File: src/rtl/skeleton_clock_gen.sv
// Clock/reset generator for the processor skeleton.
// Derives NUM_CH divided clocks from the master clock, each with a run-time
// half-period, phase invert and enable. Also sequences the core reset: the
// reset is held for RST_HOLD cycles after release, then dropped synchronously.
// Divide/phase changes are staged in shadow registers. A running channel
// picks them up only on its raw falling toggle, so no runt pulses appear.
module skeleton_clock_gen #(
  parameter int NUM_CH   = 4,
  parameter int DIV_W    = 8,
  parameter int RST_HOLD = 2,
  parameter int DEF_DIV  = 1
) (
  input  logic                    clock,
  input  logic                    reset,
  input  logic [NUM_CH*DIV_W-1:0] div_cfg,
  input  logic [NUM_CH-1:0]       phase_cfg,
  input  logic                    cfg_load,
  input  logic [NUM_CH-1:0]       ch_enable,
  output logic [NUM_CH-1:0]       clk_out,
  output logic [NUM_CH-1:0]       clk_en,
  output logic                    sys_reset,
  output logic                    ready
);

  typedef enum logic [1:0] {
    ST_RST  = 2'd0,
    ST_HOLD = 2'd1,
    ST_RUN  = 2'd2
  } state_t;

  localparam int HOLD_W = (RST_HOLD > 1) ? $clog2(RST_HOLD) : 1;
  localparam logic [HOLD_W-1:0] HOLD_LAST = HOLD_W'(RST_HOLD - 1);
  localparam logic [DIV_W-1:0]  DEF_DIV_V = DIV_W'(DEF_DIV);

  state_t            state_reg, state_next;
  logic [HOLD_W-1:0] hold_cnt_reg, hold_cnt_next;
  logic              sys_reset_reg, ready_reg;
  logic              run_now, run_next;

  // Sequencer next state: RST -> HOLD on the first clean edge, HOLD for RST_HOLD cycles, then RUN forever
  always_comb begin
    state_next    = state_reg;
    hold_cnt_next = hold_cnt_reg;
    case (state_reg)
      ST_RST: begin
        state_next    = ST_HOLD;
        hold_cnt_next = '0;
      end
      ST_HOLD: begin
        if (hold_cnt_reg == HOLD_LAST) begin
          state_next = ST_RUN;
        end else begin
          hold_cnt_next = hold_cnt_reg + HOLD_W'(1);
        end
      end
      ST_RUN: begin
        state_next = ST_RUN;
      end
      default: begin
        state_next = ST_RST;
      end
    endcase
  end

  // Sequencer registers; sys_reset/ready are registered from the next state so they never glitch
  always_ff @(posedge clock or negedge reset) begin
    if (!reset) begin
      state_reg     <= ST_RST;
      hold_cnt_reg  <= '0;
      sys_reset_reg <= 1'b1;
      ready_reg     <= 1'b0;
    end else begin
      state_reg     <= state_next;
      hold_cnt_reg  <= hold_cnt_next;
      sys_reset_reg <= (state_next != ST_RUN);
      ready_reg     <= (state_next == ST_RUN);
    end
  end

  assign run_now   = (state_reg == ST_RUN);
  assign run_next  = (state_next == ST_RUN);
  assign sys_reset = sys_reset_reg;
  assign ready     = ready_reg;

  for (genvar gi = 0; gi < NUM_CH; gi++) begin : g_ch
    logic [DIV_W-1:0] div_act_reg, div_act_next;
    logic [DIV_W-1:0] div_sh_reg, div_sh_next;
    logic [DIV_W-1:0] cnt_reg, cnt_next;
    logic [DIV_W-1:0] d_eff, term;
    logic             phase_act_reg, phase_act_next;
    logic             phase_sh_reg, phase_sh_next;
    logic             pend_reg, pend_next;
    logic             raw_reg, raw_next;
    logic             out_reg, out_next;
    logic             en_reg, en_next;
    logic             pend_eff, idle, wrap, fall;

    // Channel next state: count, toggle raw on wrap, stage/apply config, derive output and rise pulse
    always_comb begin
      div_act_next   = div_act_reg;
      phase_act_next = phase_act_reg;
      cnt_next       = cnt_reg;
      raw_next       = raw_reg;
      pend_next      = pend_reg;

      // A divide of zero behaves like one
      d_eff = (div_act_reg == '0) ? DIV_W'(1) : div_act_reg;
      term  = d_eff - DIV_W'(1);
      wrap  = (cnt_reg == term);

      // Idle: sequencer not running, or disabled with the high half already finished
      idle = !run_now || (!raw_reg && !ch_enable[gi]);
      fall = run_now && raw_reg && wrap;

      // A load in this very cycle counts as the latest shadow content
      div_sh_next   = cfg_load ? div_cfg[gi*DIV_W +: DIV_W] : div_sh_reg;
      phase_sh_next = cfg_load ? phase_cfg[gi] : phase_sh_reg;
      pend_eff      = cfg_load | pend_reg;

      if (idle) begin
        cnt_next = '0;
        raw_next = 1'b0;
      end else if (wrap) begin
        cnt_next = '0;
        raw_next = ~raw_reg;
      end else begin
        cnt_next = cnt_reg + DIV_W'(1);
      end

      if (pend_eff && (idle || fall)) begin
        div_act_next   = div_sh_next;
        phase_act_next = phase_sh_next;
        pend_next      = 1'b0;
      end else begin
        pend_next      = pend_eff;
      end

      out_next = run_next & (raw_next ^ phase_act_next);
      en_next  = out_next & ~out_reg;
    end

    // Channel registers
    always_ff @(posedge clock or negedge reset) begin
      if (!reset) begin
        div_act_reg   <= DEF_DIV_V;
        phase_act_reg <= 1'b0;
        div_sh_reg    <= '0;
        phase_sh_reg  <= 1'b0;
        pend_reg      <= 1'b0;
        cnt_reg       <= '0;
        raw_reg       <= 1'b0;
        out_reg       <= 1'b0;
        en_reg        <= 1'b0;
      end else begin
        div_act_reg   <= div_act_next;
        phase_act_reg <= phase_act_next;
        div_sh_reg    <= div_sh_next;
        phase_sh_reg  <= phase_sh_next;
        pend_reg      <= pend_next;
        cnt_reg       <= cnt_next;
        raw_reg       <= raw_next;
        out_reg       <= out_next;
        en_reg        <= en_next;
      end
    end

    assign clk_out[gi] = out_reg;
    assign clk_en[gi]  = en_reg;
  end

endmodule

File: config.mk
export PLATFORM = sky130hd
export DESIGN_NAME = skeleton_clock_gen
export DESIGN_NICKNAME = d
export VERILOG_FILES = /design/src/rtl/skeleton_clock_gen.sv
export SDC_FILE = /design/constraint.sdc
export NUM_CORES = 1
export LEC_CHECK = 0
export BUFFER_PORTS_ARGS = -buffer_cell sky130_fd_sc_hd__buf_4
export CORE_MARGIN = 2
export CORE_UTILIZATION = 40
export CTS_CLUSTER_SIZE = 28
export DETAILED_ROUTE_END_ITERATION = 12
export PLACE_DENSITY_LB_ADDON = 0.05
export REMOVE_ABC_BUFFERS = 1
export SYNTH_ARGS = -nofsm -noshare
export SYNTH_HDL_FRONTEND = slang
export SYNTH_SLANG_ARGS = --single-unit
File: constraint.sdc
create_clock -name clock -period 3.5 [get_ports clock]
set_input_delay 0.7 -clock clock [delete_from_list [all_inputs] [get_ports clock]]
set_output_delay 0.7 -clock clock [all_outputs]
set_load 0.01 [all_outputs]
==> results of run 1 <==
## per-layer routing
| metal | track usage | vias to the layer above | wire (µm) |
|---|---|---|---|
| li1 | - | 2071 | - |
| met1 | 0.206 | 2130 | 5830 |
| met2 | 0.275 | 58 | 6010 |
| met3 | 0.0513 | 18 | 506 |
| met4 | 0.0621 | 0 | 184 |
| met5 | 0 | - | 0 |
## synth_stat cells (4+ instances only)
master                      instances
sky130_fd_sc_hd__nor4_1             4
sky130_fd_sc_hd__o21ai_0            5
sky130_fd_sc_hd__inv_1             17
sky130_fd_sc_hd__mux2i_1            6
sky130_fd_sc_hd__a2111oi_0          4
sky130_fd_sc_hd__clkbuf_1          13
sky130_fd_sc_hd__nand3b_1           7
sky130_fd_sc_hd__or3_1              6
sky130_fd_sc_hd__nor2_1            65
sky130_fd_sc_hd__mux2_2            58
sky130_fd_sc_hd__nor2b_1            8
sky130_fd_sc_hd__nor3_1            16
sky130_fd_sc_hd__a21oi_1           17
sky130_fd_sc_hd__nand2_1           13
sky130_fd_sc_hd__nand2b_1           8
sky130_fd_sc_hd__or2_2              8
sky130_fd_sc_hd__xor2_1            31
sky130_fd_sc_hd__dfstp_2            5
sky130_fd_sc_hd__nand3_1           23
sky130_fd_sc_hd__and3_1             9
sky130_fd_sc_hd__nand4_1            4
sky130_fd_sc_hd__buf_4              8
sky130_fd_sc_hd__xnor2_1           22
sky130_fd_sc_hd__and3b_1            4
sky130_fd_sc_hd__a31oi_1            5
sky130_fd_sc_hd__mux2_1             8
sky130_fd_sc_hd__dfrtp_1          120
sky130_fd_sc_hd__ha_1               8
## per-stage QoR
step	hold slack (ns)	power, mW	std cells
2_1_floorplan	0.404	3.30	529
3_3_place_gp	0.432	3.78	782
3_5_place_dp	0.435	3.83	782
4_1_cts	0.427	5.64	814
5_1_grt	0.454	5.97	816
6_report	0.340	5.59	816
## kinds of logic after synthesis
logic type,synth area share
xor+xnor,0.0752
flops,0.508
fa+ha+maj,0.0162
compound gates,0.0740
buf+inv,0.0294
mux,0.133
simple gates,0.165
## layout make-up
class                           count  area (µm²)  share of cell area
Sequential cell                   125        3130               0.421
Multi-Input combinational cell    387        2880               0.387
Timing Repair Buffer               67         528              0.0710
Clock buffer                       25         485              0.0653
Tap cell                          188         235              0.0316
Clock inverter                      7         110              0.0148
Inverter                           17        63.8             0.00858
## final timing paths
check,from,end,slack (ns),cells after the start
worst max register to register,g_ch[2].div_act_reg[5],g_ch[2].en_reg,0.23,10
worst max-delay path,g_ch[2].div_act_reg[5],g_ch[2].en_reg,0.23,10
worst min register to register,g_ch[2].out_reg,g_ch[2].en_reg,0.44,1
min in group clock,g_ch[2].out_reg,g_ch[2].en_reg,0.44,1
max in group asynchronous,reset,g_ch[2].cnt_reg[4],2.60,2
worst min-delay path,reset,g_ch[3].div_act_reg[4],0.34,2
## critical path, stage by stage (launching register included)
cell,delay [ns]
sky130_fd_sc_hd__dfrtp_1,0.45
sky130_fd_sc_hd__nor3_1,0.28
sky130_fd_sc_hd__a31oi_1,0.17
sky130_fd_sc_hd__ha_1,0.28
sky130_fd_sc_hd__or3_1,0.38
sky130_fd_sc_hd__a31o_1,0.21
sky130_fd_sc_hd__or4_4,0.56
sky130_fd_sc_hd__nor2_1,0.22
sky130_fd_sc_hd__mux2i_1,0.31
sky130_fd_sc_hd__xnor2_1,0.17
sky130_fd_sc_hd__nor3_1,0.07
## what timing repair did
item                       CTS  global route
setup buffers                0             2
gates resized for setup      0             4
setup endpoints to repair    0            22
hold buffers                 0             0
## power groups by stage
| stage | clock network [mW] | registers [mW] | logic [mW] |
|---|---|---|---|
| 3_5_place_dp | 0 | 2.23 | 1.60 |
| 4_1_cts | 1.82 | 2.21 | 1.61 |
| 3_3_place_gp | 0 | 2.22 | 1.57 |
| 6_report | 1.77 | 2.21 | 1.61 |
| 2_1_floorplan | 0 | 2.14 | 1.16 |
| 5_1_grt | 1.88 | 2.28 | 1.81 |
==> results_dict.tcl, run 1 <==
set metrics [dict create \
    die_h_um 128 \
    mostFrequentLayoutCells "sky130_fd_sc_hd__dfrtp_1 (120), sky130_fd_sc_hd__nor2_1 (65), sky130_fd_sc_hd__buf_4 (65)" \
    final.setup.tns_ns 0 \
    leakagePower_nw 3.24 \
    clock_path_buffers 2 \
    root_buffer "sky130_fd_sc_hd__clkbuf_16" \
    grt_start_max_net_pins 126 \
    antenna_violating_nets_post_route 0 \
    share_seq_of_total_power 0.395 \
    final.fill_count 1393 \
    synth.avg_cell_area_um2 11.2 \
    final_util 0.491 \
    drcViolationCount 0 \
    finish.net_count 666 \
    final_setup_skew_ns 0.00607 \
    syn_area_um2 6170 \
    insertedDiodeCount 0 \
    synthesis.yosys.warnings 0 \
    timing.final.crit_period_ns 3.27 \
    tritoncts_sink_count 125 \
    worstMarginPinSlew_ns 0.790 \
    outcome "finished clean" \
    maxClockFrequency_mhz 306 \
    cts_made_buffers 17 \
    holdCritPathClass "in -> async" \
    detail_route.wl_per_cell_um 15.4 \
    post_drt_via_cell_ratio 5.24 \
    max_cap_violations 0 \
    globalRoute.totalOverflow 0 \
    initial_utilization 0.408 \
    layout-drive-gt1-share 0.291 \
    clk_pin_slew_ns 0.05 \
    slew_viol_final 0 \
    synth-async-reset-ratio 1.00 \
    required_ns 3.76 \
    gp_congestion 0.814 \
    p_sw_mw 1.78 \
    detailedPlacementHpwl_um 8570 \
    worst-setup-path-type "reg -> reg" \
    first_pass_grt_wire_length_um 21400 \
    combPwrFrac 0.288 \
    clk_pwr_share 0.317 \
    preCtsSetupSlack_ns 0.0713 \
    io_buffers 52 \
    worstPathMaxFanout 8 \
    synth_enable_flop_cells 0 \
    timing.critical_path.arrival_ns 3.53 \
    synth_cells 552 \
    die_x_um 128 \
    final_design_area_no_fill_um2 7440 \
    io-pin-count 53 \
    clock_latency_ns 0.41 \
    critPathCaptureType "register" \
    grtUsageTotal 0.167 \
    route.vias.total 4277 \
    floorplan.rows 45 \
    dominantRegCellSynth "sky130_fd_sc_hd__dfrtp_1" \
    first_global_vias 4387 \
    cts_tree "done" \
    yosysSeqAreaShare 0.508 \
    synth_area_leaders "sky130_fd_sc_hd__dfrtp_1 (49%), sky130_fd_sc_hd__mux2_2 (11%), sky130_fd_sc_hd__xor2_1 (4.4%)" \
    antenna_found_initial 0 \
    synthToLayoutAreaGrowth_pct 20.5 \
    finalWirelength_um 12500 \
    internal-power_mw 3.82 \
    synth.distinct_cells 67 \
    crit_path_start_kind "register" \
    die-area_um2 16400 \
    postSynthRegisterBits 125 \
    drt_first_pass_iters 5 \
    core_region_area_um2 15100 \
    worst_ir_drop_vdd_v 0.000406 \
    top_area_cell_type_share_of_the_netlist_area 0.486 \
    power_switching_share 0.318 \
    drt-initial-drc-count 182 \
    final_min_period_over_clock_period 0.935 \
    report.final.hold_viol_count 0 \
    postLayoutSetupSlackWorst_ns 0.229 \
    synthDominantAreaCellType "sky130_fd_sc_hd__dfrtp_1" \
    power.density_nw_per_um2 752 \
    setup_repair_after_global_routing_missed_its_margin "no" \
    max_transition_margin 0.471 \
    layout_commonest_cell "sky130_fd_sc_hd__dfrtp_1" \
    detailed_place.area_um2 6790 \
    htreeDepth 4 \
    timing.final.setup_violations 0 \
]
No activity file was read; power rests on OpenSTA's default activity.
==> run 2: changes to the inputs <==
--- a/config.mk
+++ b/config.mk
@@ -5,6 +5,7 @@
 export SDC_FILE = /design/constraint.sdc
 export NUM_CORES = 1
 export LEC_CHECK = 0
+export ABC_AREA = 1
 export BUFFER_PORTS_ARGS = -buffer_cell sky130_fd_sc_hd__buf_4
 export CORE_MARGIN = 2
 export CORE_UTILIZATION = 40
==> results_dict.tcl, run 2 <==
set metrics [dict create \
    synth.avg_cell_area_um2 8.11 \
    timing.final.setup_violations 0 \
    synth.distinct_cells 38 \
    worst-setup-path-type "reg -> reg" \
    initial_utilization 0.407 \
    gp_congestion 0.847 \
    worst_path_dominant_cell_family "simple AND/OR/NAND/NOR gates" \
    final.setup.tns_ns 0 \
    synthDominantAreaCellType "sky130_fd_sc_hd__dfrtp_1" \
    cts.repair_timing.setup_buffer_count 0 \
    clock_path_buffers 2 \
    cts.repair.resized 0 \
    io-pin-count 53 \
    report.final.hold_viol_count 0 \
    synth_area_leaders "sky130_fd_sc_hd__dfrtp_1 (47%), sky130_fd_sc_hd__nand2_1 (13%), sky130_fd_sc_hd__inv_1 (5.6%)" \
    grtUsageTotal 0.173 \
    mostFrequentLayoutCells "sky130_fd_sc_hd__nand2_1 (226), sky130_fd_sc_hd__dfrtp_1 (120), sky130_fd_sc_hd__inv_1 (96)" \
    slew_viol_final 0 \
    yosysMostFrequentCell "sky130_fd_sc_hd__nand2_1" \
    dominantRegCellSynth "sky130_fd_sc_hd__dfrtp_1" \
    route.vias.total 4990 \
    die_x_um 131 \
    max_transition_margin 0.561 \
    antenna_found_initial 0 \
    first_global_vias 5076 \
    insertedDiodeCount 0 \
    leakagePower_nw 3.98 \
    final_setup_skew_ns 0.00887 \
    htreeDepth 4 \
    antenna_violating_nets_post_route 0 \
    outcome "finished clean" \
    cts_made_buffers 17 \
    io_buffers 52 \
    drt_first_pass_iters 6 \
    timing.critical_path.arrival_ns 3.07 \
    root_buffer "sky130_fd_sc_hd__clkbuf_16" \
    internal-power_mw 3.10 \
    setup_repair_after_global_routing_missed_its_margin "no" \
    die_h_um 131 \
    power.density_nw_per_um2 590 \
    finish.net_count 900 \
    maxClockFrequency_mhz 365 \
    tritoncts_sink_count 125 \
    crit_chain "inv_1 > nand2_1 > nor2_2 > nand2_2 > nand2_2 > inv_2 > ha_1 > or2_1 > nand2_1 > nand2_1 > a21oi_1 > nand3_1 > nor2_1 > nand3_2 > nand2_2 > nand3_1 > clkinv_2 > nor2_1 > a31oi_1" \
    cts_tree "done" \
    crit_path_max_incr_delay_ns 0.38 \
    synthToLayoutAreaGrowth_pct 17.3 \
    power_switching_share 0.304 \
    post_drt_via_cell_ratio 4.63 \
    clock_latency_ns 0.42 \
    final_min_period_over_clock_period 0.784 \
    postSynthRegisterBits 125 \
    synth_common_cells "sky130_fd_sc_hd__nand2_1 (226), sky130_fd_sc_hd__dfrtp_1 (120), sky130_fd_sc_hd__inv_1 (96), sky130_fd_sc_hd__nor2_1 (83), sky130_fd_sc_hd__nand3_1 (58)" \
    detail_route.wl_per_cell_um 12.3 \
    ctsHoldBuffers 0 \
    max_cap_violations 0 \
    syn_area_um2 6440 \
    required_ns 3.83 \
    grt_start_max_net_pins 64 \
    layout-drive-gt1-share 0.164 \
    drt-initial-drc-count 244 \
    detailedPlacementHpwl_um 9710 \
    worst_ir_drop_vdd_v 0.000341 \
    worstPathMaxFanout 16 \
    final.fill_count 1581 \
    timing.final.crit_period_ns 2.74 \
    yosysSeqAreaShare 0.487 \
    slowest_stage "sky130_fd_sc_hd__dfrtp_1" \
    critPathCaptureType "register" \
    holdCritPathClass "in -> async" \
    clk_pin_slew_ns 0.05 \
    place.detailed.instances 1046 \
    core_region_area_um2 15800 \
    post_layout_cell_count 1077 \
    synthesis.yosys.warnings 0 \
    crit_path_start_kind "register" \
    layout_commonest_cell "sky130_fd_sc_hd__nand2_1" \
    synth_cells 794 \
    critPathBufInv 3 \
    share_seq_of_total_power 0.402 \
    floorplan.rows 46 \
    synth-async-reset-ratio 1.00 \
    p_sw_mw 1.36 \
    globalRoute.totalOverflow 0 \
    clk_pwr_share 0.368 \
    finalWirelength_um 13200 \
    worstMarginPinSlew_ns 0.658 \
    synth_enable_flop_cells 0 \
    die-area_um2 17100 \
    combPwrFrac 0.230 \
    top_area_cell_type_share_of_the_netlist_area 0.466 \
    first_pass_grt_wire_length_um 23000 \
    drcViolationCount 0 \
]
-- run 2: changes by cell type after synthesis, sizes merged, moves of 9 or more --
cell | previous run | this run
nand3 | 23 | 62
o21ai | 9 | 22
mux2 | 67 | 4
nor3 | 18 | 5
nor2 | 66 | 91
nand4 | 4 | 13
inv | 17 | 105
nand2 | 13 | 239
-- run 2: stage by stage --
step / setup slack (ns) / utilization / cell area (µm²) / hold slack, ns / total power [mW]
2_1_floorplan: 1.06 / - / 6290 / 0.404 / 2.54
3_3_place_gp: 0.847 / 0.442 / 7000 / 0.422 / 2.83
3_5_place_dp: 0.770 / 0.442 / 7000 / 0.429 / 2.85
4_1_cts: 0.733 / 0.477 / 7550 / 0.189 / 4.53
5_1_grt: 0.440 / 0.477 / 7550 / 0.200 / 4.77
6_report: 0.757 / 0.477 / 7550 / 0.187 / 4.46
-- run 2: worst register-to-register path, cell delays in order, from the launching register on --
cell                       delay (ns)
sky130_fd_sc_hd__dfrtp_1         0.38
sky130_fd_sc_hd__inv_1           0.12
sky130_fd_sc_hd__nand2_1         0.08
sky130_fd_sc_hd__nor2_2          0.12
sky130_fd_sc_hd__nand2_2         0.08
sky130_fd_sc_hd__nand2_2         0.08
sky130_fd_sc_hd__inv_2           0.06
sky130_fd_sc_hd__ha_1            0.22
sky130_fd_sc_hd__or2_1           0.25
sky130_fd_sc_hd__nand2_1         0.06
sky130_fd_sc_hd__nand2_1         0.04
sky130_fd_sc_hd__a21oi_1         0.12
sky130_fd_sc_hd__nand3_1         0.09
sky130_fd_sc_hd__nor2_1          0.11
sky130_fd_sc_hd__nand3_2         0.09
sky130_fd_sc_hd__nand2_2         0.20
sky130_fd_sc_hd__nand3_1         0.16
sky130_fd_sc_hd__clkinv_2        0.21
sky130_fd_sc_hd__nor2_1          0.06
sky130_fd_sc_hd__a31oi_1         0.14
-- run 2: area by class of cell --
class / count / area [µm²] / area share
clock buffer: 24 / 492 / 0.0651
clock inverter: 7 / 62.6 / 0.00828
inverter: 110 / 419 / 0.0555
multi-input combinational: 538 / 2740 / 0.362
sequential: 125 / 3130 / 0.415
tap: 216 / 270 / 0.0358
timing repair buffer: 57 / 440 / 0.0583
-- run 2: path summary, 6_finish.rpt --
check / start / endpoint / slack (ns) / depth (start not counted)
max: g_ch[2].div_act_reg[2] / g_ch[2].div_act_reg[6] / 0.76 / 19
min: reset / g_ch[2].div_sh_reg[2] / 0.19 / 1
max reg2reg: g_ch[2].div_act_reg[2] / g_ch[2].div_act_reg[6] / 0.76 / 19
min reg2reg: g_ch[3].out_reg / g_ch[3].en_reg / 0.43 / 1
max in group asynchronous: reset / g_ch[0].cnt_reg[0] / 2.48 / 2
min in group clock: g_ch[3].out_reg / g_ch[3].en_reg / 0.43 / 1
-- run 2: power groups by stage --
stage	Combinational, mW	Clock, mW	Sequential [mW]
6_report	1.03	1.64	1.79
5_1_grt	1.19	1.76	1.82
3_3_place_gp	1.01	0	1.82
2_1_floorplan	0.752	0	1.79
3_5_place_dp	1.04	0	1.82
4_1_cts	1.04	1.69	1.80
-- run 2: kinds of logic (layout without fill, tap and decap cells) --
family / after synthesis / count (layout) / synth area share
AND/OR/NAND/NOR: 436 / 436 / 0.300
buffers and inverters: 131 / 198 / 0.0884
XOR/XNOR: 47 / 47 / 0.0639
multiplexers: 4 / 4 / 0.00933
flip-flops: 125 / 125 / 0.487
adder cells (fa/ha/maj): 8 / 8 / 0.0155
AO/OA/AOI/OAI: 43 / 43 / 0.0365
-- run 2: routing by layer --
layer  GRT usage  routed length [µm]
met3      0.0403                 345
met1       0.211                6120
met2       0.302                6620
met4      0.0544                 132
met5           0                   0
